$ cat src/rtl/logic_pod_sample_packer.sv
`default_nettype none
// ============================================================================
// Module   : logic_pod_sample_packer
// Purpose  : Decimates logic-analyser sample beats, packs RATIO kept beats
//            into one wide word and queues words in a first-word-fall-through
//            FIFO with a sticky overflow flag.
// Ports    : clk, rst        - clock, synchronous active-high reset
//            din, din_valid  - input beat (channel c at [c*SAMPLES +: SAMPLES])
//            decim           - keep one of every decim+1 valid beats
//            flush           - close a partially packed word
//            dout, dout_valid, dout_ready - FIFO head and handshake
//            fill            - FIFO occupancy, 0..DEPTH
//            overflow        - sticky, a packed word was dropped
// Revision : 1.0 - initial release
// ============================================================================
module logic_pod_sample_packer #(
  parameter int CHANNELS = 8,
  parameter int SAMPLES  = 4,
  parameter int RATIO    = 2,
  parameter int DEPTH    = 8
) (
  input  logic                                 clk,
  input  logic                                 rst,
  input  logic [CHANNELS*SAMPLES-1:0]          din,
  input  logic                                 din_valid,
  input  logic [7:0]                           decim,
  input  logic                                 flush,
  output logic [CHANNELS*SAMPLES*RATIO-1:0]    dout,
  output logic                                 dout_valid,
  input  logic                                 dout_ready,
  output logic [$clog2(DEPTH):0]               fill,
  output logic                                 overflow
);

  localparam int BEAT_W = CHANNELS * SAMPLES;
  localparam int WORD_W = BEAT_W * RATIO;
  localparam int SLOT_W = (RATIO > 1) ? $clog2(RATIO) : 1;
  localparam int PTR_W  = $clog2(DEPTH);
  localparam logic [SLOT_W-1:0] LAST_SLOT  = SLOT_W'(RATIO - 1);
  localparam logic [PTR_W:0]    FULL_COUNT = (PTR_W + 1)'(DEPTH);

  // --------------------------------------------------------------------------
  // Decimator and packer
  // --------------------------------------------------------------------------
  logic [7:0]        skip_cnt;
  logic [SLOT_W-1:0] slot;
  logic [WORD_W-1:0] pack;
  logic [WORD_W-1:0] stage_word;
  logic              stage_valid;

  logic              keep;
  logic              close_word;
  logic [WORD_W-1:0] merged;

  // >= rather than == so that lowering decim mid-gap keeps the next beat
  // instead of waiting for the 8-bit counter to wrap.
  assign keep = din_valid && (skip_cnt >= decim);

  always_comb begin
    merged = pack;
    if (keep) begin
      merged[slot*BEAT_W +: BEAT_W] = din;
    end
  end

  // A word closes when its last slot fills, or on flush if it holds (or is
  // about to hold) at least one beat; an empty flush is a no-op.
  assign close_word = (keep && (slot == LAST_SLOT)) ||
                      (flush && (keep || (slot != '0)));

  always_ff @(posedge clk) begin
    if (rst) begin
      skip_cnt    <= '0;
      slot        <= '0;
      pack        <= '0;
      stage_word  <= '0;
      stage_valid <= 1'b0;
    end else begin
      if (din_valid) begin
        skip_cnt <= keep ? 8'd0 : skip_cnt + 8'd1;
      end

      // The completed word is staged for one cycle, then written to the FIFO.
      stage_valid <= close_word;
      if (close_word) begin
        stage_word <= merged;
      end

      // Clearing the packing register on close guarantees zero-filled
      // unused slots in the next (possibly partial) word.
      if (close_word) begin
        pack <= '0;
        slot <= '0;
      end else if (keep) begin
        pack <= merged;
        slot <= slot + 1'b1;
      end
    end
  end

  // --------------------------------------------------------------------------
  // First-word-fall-through FIFO
  // --------------------------------------------------------------------------
  logic [WORD_W-1:0] mem [DEPTH];
  logic [PTR_W-1:0]  wr_ptr;
  logic [PTR_W-1:0]  rd_ptr;
  logic [PTR_W:0]    count;

  logic full;
  logic pop;
  logic wr_en;

  assign full  = (count == FULL_COUNT);
  assign pop   = dout_ready && (count != '0);
  // A concurrent pop frees the slot, so a push into a full FIFO still lands.
  assign wr_en = stage_valid && (!full || pop);

  always_ff @(posedge clk) begin
    if (wr_en && !rst) begin
      mem[wr_ptr] <= stage_word;
    end
  end

  always_ff @(posedge clk) begin
    if (rst) begin
      wr_ptr   <= '0;
      rd_ptr   <= '0;
      count    <= '0;
      overflow <= 1'b0;
    end else begin
      if (wr_en) begin
        wr_ptr <= wr_ptr + 1'b1;
      end
      if (pop) begin
        rd_ptr <= rd_ptr + 1'b1;
      end
      if (stage_valid && !wr_en) begin
        overflow <= 1'b1;
      end
      case ({wr_en, pop})
        2'b10:   count <= count + 1'b1;
        2'b01:   count <= count - 1'b1;
        default: count <= count;
      endcase
    end
  end

  assign dout       = mem[rd_ptr];
  assign dout_valid = (count != '0);
  assign fill       = count;

endmodule
`default_nettype wire

$ cat config.mk
export PLATFORM = sky130hd
export DESIGN_NAME = logic_pod_sample_packer
export DESIGN_NICKNAME = d
export VERILOG_FILES = /design/src/rtl/logic_pod_sample_packer.sv
export SDC_FILE = /design/constraint.sdc
export NUM_CORES = 1
export LEC_CHECK = 0
export BUFFER_PORTS_ARGS = -buffer_cell sky130_fd_sc_hd__buf_2
export CORE_ASPECT_RATIO = 2
export CORE_MARGIN = 1
export CORE_UTILIZATION = 30
export DETAILED_ROUTE_END_ITERATION = 6
export PLACE_DENSITY = 0.49
export SYNTH_ARGS = -nofsm -noshare
export SYNTH_HDL_FRONTEND = slang
export SYNTH_SLANG_ARGS = --single-unit
$ cat constraint.sdc
create_clock -name clk -period 8.83 [get_ports clk]
set_input_delay 0.883 -clock clk [delete_from_list [all_inputs] [get_ports clk]]
set_output_delay 0.883 -clock clk [all_outputs]
set_load 0.1 [all_outputs]
==> impl_metrics.yaml <==
run_status:
  status: "finished clean"
timing:
  rsz0062_at_grt: "false"
  min_period_over_period_pct: 53.8
  fmax_ghz: 0.211
  finClkSkew_ns: 0.0224
  relSlewSlack_pct: 17.4
  maxSlewViolCount: 0
  setup_tns_ns: 0
  layout_min_cycle_time_ns: 4.75
  hold_viol: 0
  finalSetupViolCount: 0
  worst-slew-pin-transition_ns: 1.24
place:
  dpl.hpwl_um: 41800
  placed_cell_area_um2: 29200
  port_buffers: 114
  placedCellCount: 2928
  place.gp.congestion: 0.755
routing:
  avgViaCountPerCell: 5.26
  drtAntennaViolNets: 0
  vias: 15940
  wl_per_cell_um: 24.0
  drc: 0
  wl_um: 72800
  first_pass_iters: 5
  drt_iter0_drc: 1105
cells_and_area:
  final_cell_count_no_fill: 3031
  final_common_cell: "edfxtp_1"
  syn2layout_area_growth_pct: 13.3
  num-fill-cells: 8776
  multi_input_area_um2: 8310
  design_area_um2: 31100
  final_cell_mix: "512 x edfxtp_1, 188 x nor2_1, 148 x dfxtp_1, 128 x mux4_2, 112 x buf_2"
  nNetsFinal: 1861
  n_antenna_cell: 0
  drive_above_1_share_pct: 26.1
  utilization_pct: 34.3
  ff_latch_area_um2: 18400
logic_synthesis:
  syn_area_um2: 27400
  synth_cell_types: 46
  syn_area_per_cell_um2: 15.7
  ys_ff_latch: 664
  synth_edf_count: 512
  synthCells: 1744
  synth_flop_cell: "edfxtp_1"
  yosys_warnings: 0
  yosysSeqAreaShare_pct: 67.1
  syn-num-nets: 1804
  async_flop_share_pct: 0
die:
  dieArea_um2: 92700
  io_pins: 115
  chipHeight_um: 430
  coreArea_um2: 90600
  start_util_pct: 30.3
  die_w_um: 216
  rows: 156
clock_tree:
  clk_latency_ns: 0.63
  ctsResizeCount: 0
  path_clk_slew_ns: 0.07
  cts_root_buf: "clkbuf_16"
  postCtsSetupRepairBufs: 0
  cts_tree: "yes"
  ctsHoldBuffers: 0
  cts_max_path_buffers: 3
  cts_inserted_buffers: 56
  cts.htree.levels: 2
  cts.sinks: 664
worst_setup_path:
  crit_required_ns: 7.95
  path_cells: "buf_4, buf_4, mux4_2, mux2_2, buf_2"
  worst-endpoint-arrival_ns: 3.86
  cp-end-kind: "output pin"
  crit_family: "buffers and inverters"
  cp-start-kind: "register"
  cp_common_cell: "buf_4"
  cp_slowest_cell: "buf_4"
  timing.rr.start: "skip_cnt[0]$_SDFFE_PP0P_"
  cp_num_buf_inv: 3
  cp_max_fo: 49
  crit_type: "reg -> out"
  max_stage_delay_ns: 0.72
pwr:
  p_sw_share_pct: 21.0
  power_density_nw_per_um2: 194
  power.share.clock_pct: 42.8
  power_switching_mw: 1.27
  seqPwrFrac_pct: 55.0
  p_leak_nw: 8.43
  combinationalPowerShare_pct: 2.2
  p_int_mw: 4.77
  vdd_drop_max_v: 0.000138
worst_hold_path:
  min_from: "overflow$_SDFFE_PP0P_"
  hold_class: "reg -> reg"
flow_run:
  maxCapViolCount: 0
global_routing:
  track_usage_pct: 15.7
  grt_pass1_wl_um: 109000
  antenna_found_initial: 1
  overflow: 0
  grt_max_degree: 97
  grt_pass1_vias: 16549
==> metrics by stage <==
stage | power [mW] | setup WS [ns] | hold slack [ns]
6_report | 6.04 | 4.08 | 0.500
5_1_grt | 6.22 | 3.89 | 0.528
4_1_cts | 6.12 | 3.95 | 0.508
3_5_place_dp | 3.52 | 4.52 | 0.484
3_3_place_gp | 3.52 | 4.57 | 0.460
2_1_floorplan | 3.47 | 0.0385 | 0.453
==> power by group through the flow <==
stage / Clock, mW / Combinational (mW) / Sequential (mW)
finish: 2.59 / 0.132 / 3.32
global route: 2.76 / 0.142 / 3.32
CTS: 2.67 / 0.132 / 3.32
detailed placement: 0 / 0.132 / 3.39
global placement: 0 / 0.130 / 3.39
floorplan: 0 / 0.0820 / 3.39
==> cells by family after synthesis <==
group,share of synthesized area [%]
adder cells (fa/ha/maj),0.711
XOR/XNOR,0.447
AO/OA/AOI/OAI,9.19
flip-flops,67.1
buffers and inverters,2.83
multiplexers,13.2
AND/OR/NAND/NOR,6.51
==> worst reg2reg max path, cell delays in order, from the launching register on <==
cell	delay, ns
dfxtp_1	0.43
inv_1	0.07
ha_1	0.26
nand2b_1	0.17
a2111oi_4	0.40
buf_4	0.67
o211a_1	0.58
o22ai_4	0.40
buf_12	0.37
a211oi_1	0.36
==> path summary, 6_finish.rpt <==
path              depth (start not counted)                    end  slack (ns)
setup / recovery                          5               dout[26]        4.08
hold / removal                            2  overflow$_SDFFE_PP0P_        0.50
setup reg to reg                          9  pack[31]$_SDFFE_PP0N_        5.03
hold reg to reg                           2  overflow$_SDFFE_PP0P_        0.50
==> registers in the layout, indices dropped and copies added, names as in the netlist, named ones only <==
name         cells
fill             4
slot             1
wr_ptr           3
mem            512
overflow         1
stage_valid      1
pack            64
skip_cnt         8
rd_ptr           3
stage_word      64
==> layer usage <==
metal  vias to the layer above  track usage (%)  wire (µm)
li1                       7078                -          -
met1                      8409             19.6      30600
met2                       364             28.3      38100
met3                        87             1.70       2480
met4                         2             4.48       1640
met5                         -                0          8
==> Yosys cell counts (2+ instances only) <==
cell / number / area [µm²]
a211oi_1: 88 / 661
a211oi_2: 29 / 363
a21o_1: 2 / 15.0
a21oi_1: 10 / 50.1
a311oi_1: 9 / 78.8
a31oi_1: 57 / 357
buf_1: 5 / 18.8
buf_2: 33 / 165
buf_4: 4 / 30.0
buf_6: 8 / 90.1
clkbuf_1: 101 / 379
dfxtp_1: 152 / 3040
edfxtp_1: 512 / 15400
ha_1: 14 / 175
inv_1: 25 / 93.8
mux2_2: 64 / 721
mux4_2: 128 / 2880
nand2_1: 15 / 56.3
nand2b_1: 3 / 18.8
nand3_1: 67 / 335
nand4_1: 2 / 12.5
nor2_1: 191 / 717
nor2b_1: 2 / 12.5
nor3_1: 4 / 20.0
o21a_1: 2 / 15.0
o21ai_0: 46 / 230
o21ai_1: 22 / 110
o221a_1: 6 / 67.6
o221a_2: 3 / 33.8
o221ai_1: 55 / 482
or2_2: 4 / 25.0
or3_1: 2 / 12.5
or3b_1: 2 / 17.5
or4b_1: 53 / 531
xnor2_1: 5 / 43.8
xor2_1: 9 / 78.8
==> final cells by class <==
| cell class | instances | area share [%] |
|---|---|---|
| clock buffers | 77 | 5.13 |
| clock inverters | 26 | 0.966 |
| inverters | 25 | 0.302 |
| multi-input cells | 904 | 26.7 |
| flip-flops and latches | 664 | 59.3 |
| well taps | 1185 | 4.77 |
| repair buffers | 150 | 2.80 |
(Power assumes the default switching activity.)
